**config.mk**
```make
export PLATFORM = sky130hd
export DESIGN_NAME = output_buffer_1x1_ctrl_flat
export DESIGN_NICKNAME = d
export VERILOG_FILES = /design/src/rtl/output_buffer_1x1_ctrl_pkg.sv /design/src/rtl/output_buffer_1x1_ctrl_if.sv /design/src/rtl/output_buffer_1x1_ctrl.sv /design/src/flat_wrapper.sv
export SDC_FILE = /design/constraint.sdc
export NUM_CORES = 1
export LEC_CHECK = 0
export CAP_MARGIN = 20
export CORE_MARGIN = 3
export CORE_UTILIZATION = 40
export DETAILED_ROUTE_END_ITERATION = 10
export PLACE_DENSITY = 0.67
export SLEW_MARGIN = 5
export SYNTH_ARGS = -nofsm -noshare
export SYNTH_HDL_FRONTEND = slang
export SYNTH_SLANG_ARGS = --single-unit
```
**constraint.sdc**
```tcl
create_clock -name clk -period 3.1 [get_ports clk]
set_input_delay 0.775 -clock clk [delete_from_list [all_inputs] [get_ports clk]]
set_output_delay 0.775 -clock clk [all_outputs]
set_load 0.01 [all_outputs]
```
**src/rtl/output_buffer_1x1_ctrl_pkg.sv**
```systemverilog
// Shared geometry, address types and FSM state encoding for the 1x1-conv output buffer and its sequencer.
package output_buffer_1x1_ctrl_pkg;

    localparam int OUT_CHANNELS = 3;
    localparam int IN_WIDTH     = 5;
    localparam int IN_HEIGHT    = 5;
    localparam int PIXELS       = IN_WIDTH * IN_HEIGHT;
    localparam int DEPTH        = PIXELS * OUT_CHANNELS;
    localparam int WA_W         = $clog2(DEPTH);
    localparam int RA_W         = $clog2(PIXELS);
    localparam int DATA_W       = 8;

    typedef enum logic {FILL, DRAIN} state_t;

    typedef logic [WA_W-1:0] wa_t;
    typedef logic [RA_W-1:0] ra_t;

    // DEPTH and PIXELS are not powers of two, so wrap points are explicit compares.
    localparam wa_t WA_LAST = wa_t'(DEPTH - 1);
    localparam ra_t RA_LAST = ra_t'(PIXELS - 1);

endpackage

```
**src/rtl/output_buffer_1x1_ctrl_if.sv**
```systemverilog
// Handshake and RAM-address bundle between the sequencer and its PE array, buffer RAM and downstream consumer.
interface output_buffer_1x1_ctrl_if;
    import output_buffer_1x1_ctrl_pkg::*;

    logic in_valid;
    logic in_ready;
    logic wr_en;
    wa_t  wr_addr;
    logic rd_en;
    ra_t  rd_addr;
    logic out_valid;
    logic out_ready;
    logic frame_done;
    logic busy_drain;

    modport master (
        input  in_valid, out_ready,
        output in_ready, wr_en, wr_addr, rd_en, rd_addr, out_valid, frame_done, busy_drain
    );

    modport slave (
        output in_valid, out_ready,
        input  in_ready, wr_en, wr_addr, rd_en, rd_addr, out_valid, frame_done, busy_drain
    );

endinterface

```
**src/rtl/output_buffer_1x1_ctrl.sv**
```systemverilog
// Fill/drain sequencer for the output buffer: one scalar write per accepted beat, then one vector read per slot.
// Read latency 1 cycle; upstream stalled during drain; downstream stall freezes reads with data held in the RAM.
module output_buffer_1x1_ctrl
    import output_buffer_1x1_ctrl_pkg::*;
(
    input  logic                     clk,
    input  logic                     rst,
    output_buffer_1x1_ctrl_if.master bus
);

    state_t state;
    wa_t    wr_addr;
    ra_t    rd_addr;
    logic   all_issued;
    logic   out_valid;

    logic   wr_fire;
    logic   rd_fire;
    logic   last_accept;

    assign wr_fire     = bus.in_valid & (state == FILL);
    assign rd_fire     = (state == DRAIN) & ~all_issued & (~out_valid | bus.out_ready);
    assign last_accept = (state == DRAIN) & all_issued & out_valid & bus.out_ready;

    always_ff @(posedge clk or posedge rst) begin
        if (rst) begin
            state      <= FILL;
            wr_addr    <= '0;
            rd_addr    <= '0;
            all_issued <= 1'b0;
            out_valid  <= 1'b0;
        end else begin
            case (state)
                FILL: begin
                    if (wr_fire) begin
                        if (wr_addr == WA_LAST) begin
                            wr_addr    <= '0;
                            all_issued <= 1'b0;
                            state      <= DRAIN;
                        end else begin
                            wr_addr <= wr_addr + 1'b1;
                        end
                    end
                end
                DRAIN: begin
                    if (rd_fire) begin
                        // rd_addr wraps after the last pixel; all_issued stops further reads.
                        if (rd_addr == RA_LAST) begin
                            rd_addr    <= '0;
                            all_issued <= 1'b1;
                        end else begin
                            rd_addr <= rd_addr + 1'b1;
                        end
                        out_valid <= 1'b1;
                    end else if (bus.out_ready) begin
                        out_valid <= 1'b0;
                    end
                    if (last_accept) begin
                        rd_addr    <= '0;
                        all_issued <= 1'b0;
                        out_valid  <= 1'b0;
                        state      <= FILL;
                    end
                end
                default: state <= FILL;
            endcase
        end
    end

    assign bus.in_ready   = (state == FILL);
    assign bus.wr_en      = wr_fire;
    assign bus.wr_addr    = wr_addr;
    assign bus.rd_en      = rd_fire;
    assign bus.rd_addr    = rd_addr;
    assign bus.out_valid  = out_valid;
    assign bus.frame_done = last_accept;
    assign bus.busy_drain = (state == DRAIN);

endmodule
```
**src/flat_wrapper.sv**
```systemverilog
// flat-port wrapper written by rule: the top's interface ports become plain ports
module output_buffer_1x1_ctrl_flat import output_buffer_1x1_ctrl_pkg::*;
  (clk, rst, bus_in_valid, bus_out_ready, bus_in_ready, bus_wr_en, bus_wr_addr, bus_rd_en, bus_rd_addr, bus_out_valid, bus_frame_done, bus_busy_drain);
  output_buffer_1x1_ctrl_if bus_i ();
  input  logic clk;
  input  logic rst;
  input wire logic [$bits(bus_i.in_valid)-1:0] bus_in_valid;
  input wire logic [$bits(bus_i.out_ready)-1:0] bus_out_ready;
  output wire logic [$bits(bus_i.in_ready)-1:0] bus_in_ready;
  output wire logic [$bits(bus_i.wr_en)-1:0] bus_wr_en;
  output wire logic [$bits(bus_i.wr_addr)-1:0] bus_wr_addr;
  output wire logic [$bits(bus_i.rd_en)-1:0] bus_rd_en;
  output wire logic [$bits(bus_i.rd_addr)-1:0] bus_rd_addr;
  output wire logic [$bits(bus_i.out_valid)-1:0] bus_out_valid;
  output wire logic [$bits(bus_i.frame_done)-1:0] bus_frame_done;
  output wire logic [$bits(bus_i.busy_drain)-1:0] bus_busy_drain;
  assign bus_i.in_valid = bus_in_valid;
  assign bus_i.out_ready = bus_out_ready;
  assign bus_in_ready = bus_i.in_ready;
  assign bus_wr_en = bus_i.wr_en;
  assign bus_wr_addr = bus_i.wr_addr;
  assign bus_rd_en = bus_i.rd_en;
  assign bus_rd_addr = bus_i.rd_addr;
  assign bus_out_valid = bus_i.out_valid;
  assign bus_frame_done = bus_i.frame_done;
  assign bus_busy_drain = bus_i.busy_drain;
  output_buffer_1x1_ctrl u_core (.clk(clk), .rst(rst), .bus(bus_i));
endmodule
```
==> results_dict.tcl, run 1 <==
set metrics [dict create \
    status "complete, no violations" \
    cp-end-kind "output pin" \
    row_count 16 \
    dpl.hpwl_um 1420 \
    cp_slowest_cell "clkdlybuf4s50_1" \
    diodes 0 \
    path_buf_inv 3 \
    drt-initial-drc-count 8 \
    crit_family "buffers and inverters" \
    core_area_sq_um 2020 \
    setup_slack_ps 127 \
    pre_cts_ws_ps 127 \
    cts_tree "yes" \
    powerDensity_nw_per_um2 937 \
    grt_overflow_total 0 \
    wire_per_inst_um 13.0 \
    numCtsBuffers 3 \
    layout_common_cells "21 x clkdlybuf4s50_1, 15 x dfrtp_1, 10 x nand2_1, 10 x inv_1, 5 x nand3_1" \
    tightestPinTransition_ps 553 \
    worst_setup_path_start_kind "input pin" \
    die_h_um 53.1 \
    synth-seq-cells 15 \
    antenna_found_initial 0 \
    clk_latency_ps 280 \
    cts_hold_buf 0 \
    num_io_pins 22 \
    ys_seq_area_frac 0.423 \
    dr.pass1.iters 4 \
    crit_path_frequent_cell "clkdlybuf4s50_1" \
    max_freq_ghz 0.336 \
    syn_area_sq_um 888 \
    cts_resized 0 \
    clock_skew_ps 5.30 \
    yosysWarnings 0 \
    num_vias 756 \
    dieArea_sq_um 2820 \
    hp-class "reg2reg" \
    ant_nets 0 \
    min_period_ps 2970 \
    synthCells 93 \
    die_w_um 53.1 \
    slew_violations 0 \
    clk_path_buf_depth 2 \
    syn_area_per_cell_sq_um 9.55 \
    synthArstFlopShare 1.00 \
    htreeDepth 1 \
    path_clk_slew_ps 80 \
    final.setup.tns_ps 0 \
    cp_max_fo 5 \
    final_util 0.566 \
    cp_data_arrival_time_ps 2200 \
    setup_viol_count_final 0 \
    layout-drive-gt1-share 0.0769 \
    p_total_mw 1.07 \
    cts-root-buf "clkbuf_4" \
    fin_crit_sh 0.959 \
    synth_top_cells_by_area "dfrtp_1 42%, ha_1 5.6%, inv_1 4.2%" \
    hold_viol 0 \
    synthFlopType "dfrtp_1" \
    rsz0062_at_grt "no" \
    max_stage_delay_ps 540 \
    drc 0 \
    ir_drop_v 0.000473 \
    grt_pass1_wl_um 3120 \
    post-cts-setup-buffers 0 \
    routabilityCongestion 0.836 \
    synth_edf_count 0 \
    nets 126 \
    start_util 0.439 \
    maxSlewHeadroom 0.631 \
    hold_ws_ps 529 \
    crit_required_ps 2320 \
    syn_to_final_growth_pct 28.7 \
    grt_pass1_vias 699 \
    synth_top_area_cell "dfrtp_1" \
    track_usage 0.154 \
    grt_max_degree 16 \
    synth_nets 101 \
    leakage_nw 0.493 \
    path_cells "clkdlybuf4s50_1, nand4_1, inv_2, clkdlybuf4s50_1" \
    num-fill-cells 185 \
    yosysUniqueCellTypes 36 \
    path_class "in2out" \
    viasPerCell 5.25 \
    routed_wl_um 1870 \
    place.port_buffers 21 \
    clock-sinks 15 \
    maxCapViolCount 0 \
    layout_commonest_cell "clkdlybuf4s50_1" \
    synth_top_area_frac 0.423 \
]
final timing paths:
check	startpoint	end	slack (ps)	cells past startpoint
setup / recovery	bus_out_ready	bus_frame_done	130	4
hold / removal	u_core.bus.wr_addr[5]$_DFFE_PP0P_	u_core.bus.wr_addr[5]$_DFFE_PP0P_	530	1
setup reg to reg	u_core.bus.rd_addr[0]$_DFFE_PP0P_	u_core.all_issued$_DFFE_PP0P_	1610	5
hold reg to reg	u_core.bus.wr_addr[5]$_DFFE_PP0P_	u_core.bus.wr_addr[5]$_DFFE_PP0P_	530	1
max in group asynchronous	rst	u_core.bus.wr_addr[0]$_DFFE_PP0P_	1900	2
min in group asynchronous	rst	u_core.bus.rd_addr[2]$_DFFE_PP0P_	830	2
synthesized netlist by cell type (2+ instances only):
cell type	n
dfrtp_1	15
o21ai_1	3
nor2_1	3
or3_1	3
nand2b_4	2
inv_1	10
nor2b_1	2
o211ai_1	2
and2_1	2
ha_1	4
nand2_1	10
a21oi_1	2
o21ai_0	3
buf_6	2
nand4_1	3
nand3_1	5
o221ai_1	2
or4_1	2
cell type report:
type | count | area, sq um | area share
Timing Repair Buffer | 22 | 218 | 0.190
Clock buffer | 4 | 26.3 | 0.0230
Multi-Input combinational cell | 65 | 449 | 0.393
Inverter | 11 | 41.3 | 0.0361
Tap cell | 27 | 33.8 | 0.0295
Sequential cell | 15 | 375 | 0.328
sequential cells by signal, summed over array words and instances, names as in the netlist:
register	cells
u_core.bus.rd_addr	5
u_core.bus.out_valid	1
u_core.bus.wr_addr	7
u_core.all_issued	1
u_core.bus.busy_drain	1
cells by family after synthesis:
| family | synth area share |
|---|---|
| AOI/OAI and AO/OA | 0.166 |
| buffers and inverters | 0.0718 |
| xor gates and xnor gates | 0.0197 |
| DFF | 0.423 |
| adders and majority gates | 0.0563 |
| and+or+nand+nor | 0.263 |
layer usage:
metal  GRT usage  wire length, um
met5           0                0
met4      0.0894               42
met3      0.0254               94
met2       0.211              765
met1       0.224              965
stage by stage:
step / cell area, sq um / std cells
floorplan: 888 / 93
finish: 1140 / 144
CTS: 1140 / 144
detailed placement: 1120 / 140
global placement: 1120 / 140
global route: 1140 / 144
where the power goes:
part / total (mW) / internal [mW] / leakage (nW) / switching, mW
clock: 0.112 / 0.0500 / 0.0150 / 0.0621
combinational: 0.553 / 0.301 / 0.303 / 0.252
sequential: 0.407 / 0.279 / 0.174 / 0.128
(Power assumes the default switching activity.)
==> run 2, diff against run 1 <==
CELL_PAD_IN_SITES_DETAIL_PLACEMENT = 2   (was unset)
CELL_PAD_IN_SITES_GLOBAL_PLACEMENT = 2   (was unset)
CORE_UTILIZATION = 31   (was 40)
HOLD_SLACK_MARGIN = 0.12   (was unset)
PLACE_DENSITY = unset   (was 0.67)
PLACE_DENSITY_LB_ADDON = 0.1   (was unset)
==> results_dict.tcl, run 2 (synthesized netlist as in run 1, its figures left out) <==
set metrics [dict create \
    dr.pass1.iters 4 \
    hold_viol 0 \
    syn_to_final_growth_pct 29.2 \
    powerDensity_nw_per_um2 964 \
    final_area_sq_um 1150 \
    drt-initial-drc-count 21 \
    numCtsBuffers 3 \
    cts_hold_buf 0 \
    p_total_mw 1.11 \
    power_frac_comb 0.519 \
    num_vias 811 \
    drc 0 \
    fin_crit_sh 0.954 \
    place_area_sq_um 1120 \
    final.setup.tns_ps 0 \
    clk_latency_ps 280 \
    regMostFlops "u_core.bus.wr_addr" \
    setup_viol_count_final 0 \
    grt_pass1_wl_um 4510 \
    grt_pass1_vias 874 \
    internal_power_mw 0.629 \
    seq_power_share 0.376 \
    cts_resized 0 \
    layout-drive-gt1-share 0.0769 \
    leakage_nw 0.493 \
    die_h_um 59.5 \
    wire_per_inst_um 17.6 \
    path_class "in2out" \
    maxSlewHeadroom 0.588 \
    hp-class "reg2reg" \
    rsz0062_at_grt "no" \
    antenna_found_initial 0 \
    ir_drop_v 0.000426 \
    viasPerCell 5.52 \
    setup_slack_ps 143 \
    clock_skew_ps 0.584 \
    cp_max_fo 4 \
    path_clk_slew_ps 90 \
    nets 126 \
    diodes 0 \
    clock-sinks 15 \
    clk_path_buf_depth 2 \
    start_util 0.343 \
    reg_top3 "u_core.bus.wr_addr: 7 flops, u_core.bus.rd_addr: 5 flops" \
    min_period_ps 2960 \
    max_freq_ghz 0.338 \
    crit_required_ps 2320 \
    largest_register_ffs 7 \
    maxCapViolCount 0 \
    dpl.hpwl_um 1980 \
    num_io_pins 22 \
    routabilityCongestion 0.754 \
    cp_data_arrival_time_ps 2180 \
    cp-end-kind "output pin" \
    routed_wl_um 2590 \
    core_area_sq_um 2590 \
    slew_violations 0 \
    place.port_buffers 21 \
    dieArea_sq_um 3540 \
    track_usage 0.173 \
    grt_overflow_total 0 \
    tightestPinTransition_ps 617 \
    cts_tree "yes" \
    layout_common_cells "21 x clkdlybuf4s50_1, 15 x dfrtp_1, 10 x nand2_1, 10 x inv_1, 5 x nand3_1" \
    die_w_um 59.5 \
    post-cts-setup-buffers 0 \
    ant_nets 0 \
    worst_setup_path_start_kind "input pin" \
    switching_power_mw 0.477 \
    clock_power_share 0.104 \
    htreeDepth 1 \
    row_count 18 \
    pre_cts_ws_ps 132 \
    cts-root-buf "clkbuf_4" \
    swShare 0.432 \
    layout_commonest_cell "clkdlybuf4s50_1" \
    grt_max_degree 16 \
    status "complete, no violations" \
]
## run 2: per-layer routing
layer  vias up  wire length [um]  part of all wire  track usage
li1        385                 -                 -            -
met1       408              1240              0.48        0.240
met2        16              1210              0.47        0.273
met3         2               125             0.048       0.0479
met4         0                15            0.0058       0.0285
met5         -                 0                 0            0
## run 2: per-stage QoR
step,utilization,instances,hold WS (ps)
2_1_floorplan,-,93,528
3_3_place_gp,0.433,143,504
3_5_place_dp,0.433,143,513
4_1_cts,0.443,147,528
5_1_grt,0.443,147,553
6_report,0.443,147,516
## run 2: area by class of cell
cell class	instances	area (sq um)
Fill cell	288	1440
Multi-Input combinational cell	65	449
Sequential cell	15	375
Timing Repair Buffer	22	218
Inverter	11	41.3
Tap cell	30	37.5
Clock buffer	4	26.3
## run 2: worst max-delay path: stages
cell and delay, ps:
clkdlybuf4s50_1 510, nand4_1 250, inv_2 120, clkdlybuf4s50_1 530
## run 2: path summary, 6_finish.rpt
kind	slack (ps)	cells past startpoint	start	to
max in group asynchronous	1850	2	rst	u_core.bus.rd_addr[3]$_DFFE_PP0P_
max reg2reg	1470	5	u_core.bus.busy_drain$_DFF_PP0_	u_core.bus.rd_addr[2]$_DFFE_PP0P_
max	140	4	bus_out_ready	bus_frame_done
min in group asynchronous	860	2	rst	u_core.bus.wr_addr[3]$_DFFE_PP0P_
min	520	1	u_core.bus.wr_addr[5]$_DFFE_PP0P_	u_core.bus.wr_addr[5]$_DFFE_PP0P_
min reg2reg	520	1	u_core.bus.wr_addr[5]$_DFFE_PP0P_	u_core.bus.wr_addr[5]$_DFFE_PP0P_
## run 2: power by group through the flow
stage               clock network, mW  registers (mW)  logic, mW
floorplan                           0           0.411      0.306
global placement                    0           0.415      0.555
detailed placement                  0           0.421      0.581
CTS                             0.123           0.418      0.585
global route                    0.132           0.442      0.642
finish                          0.116           0.416      0.574
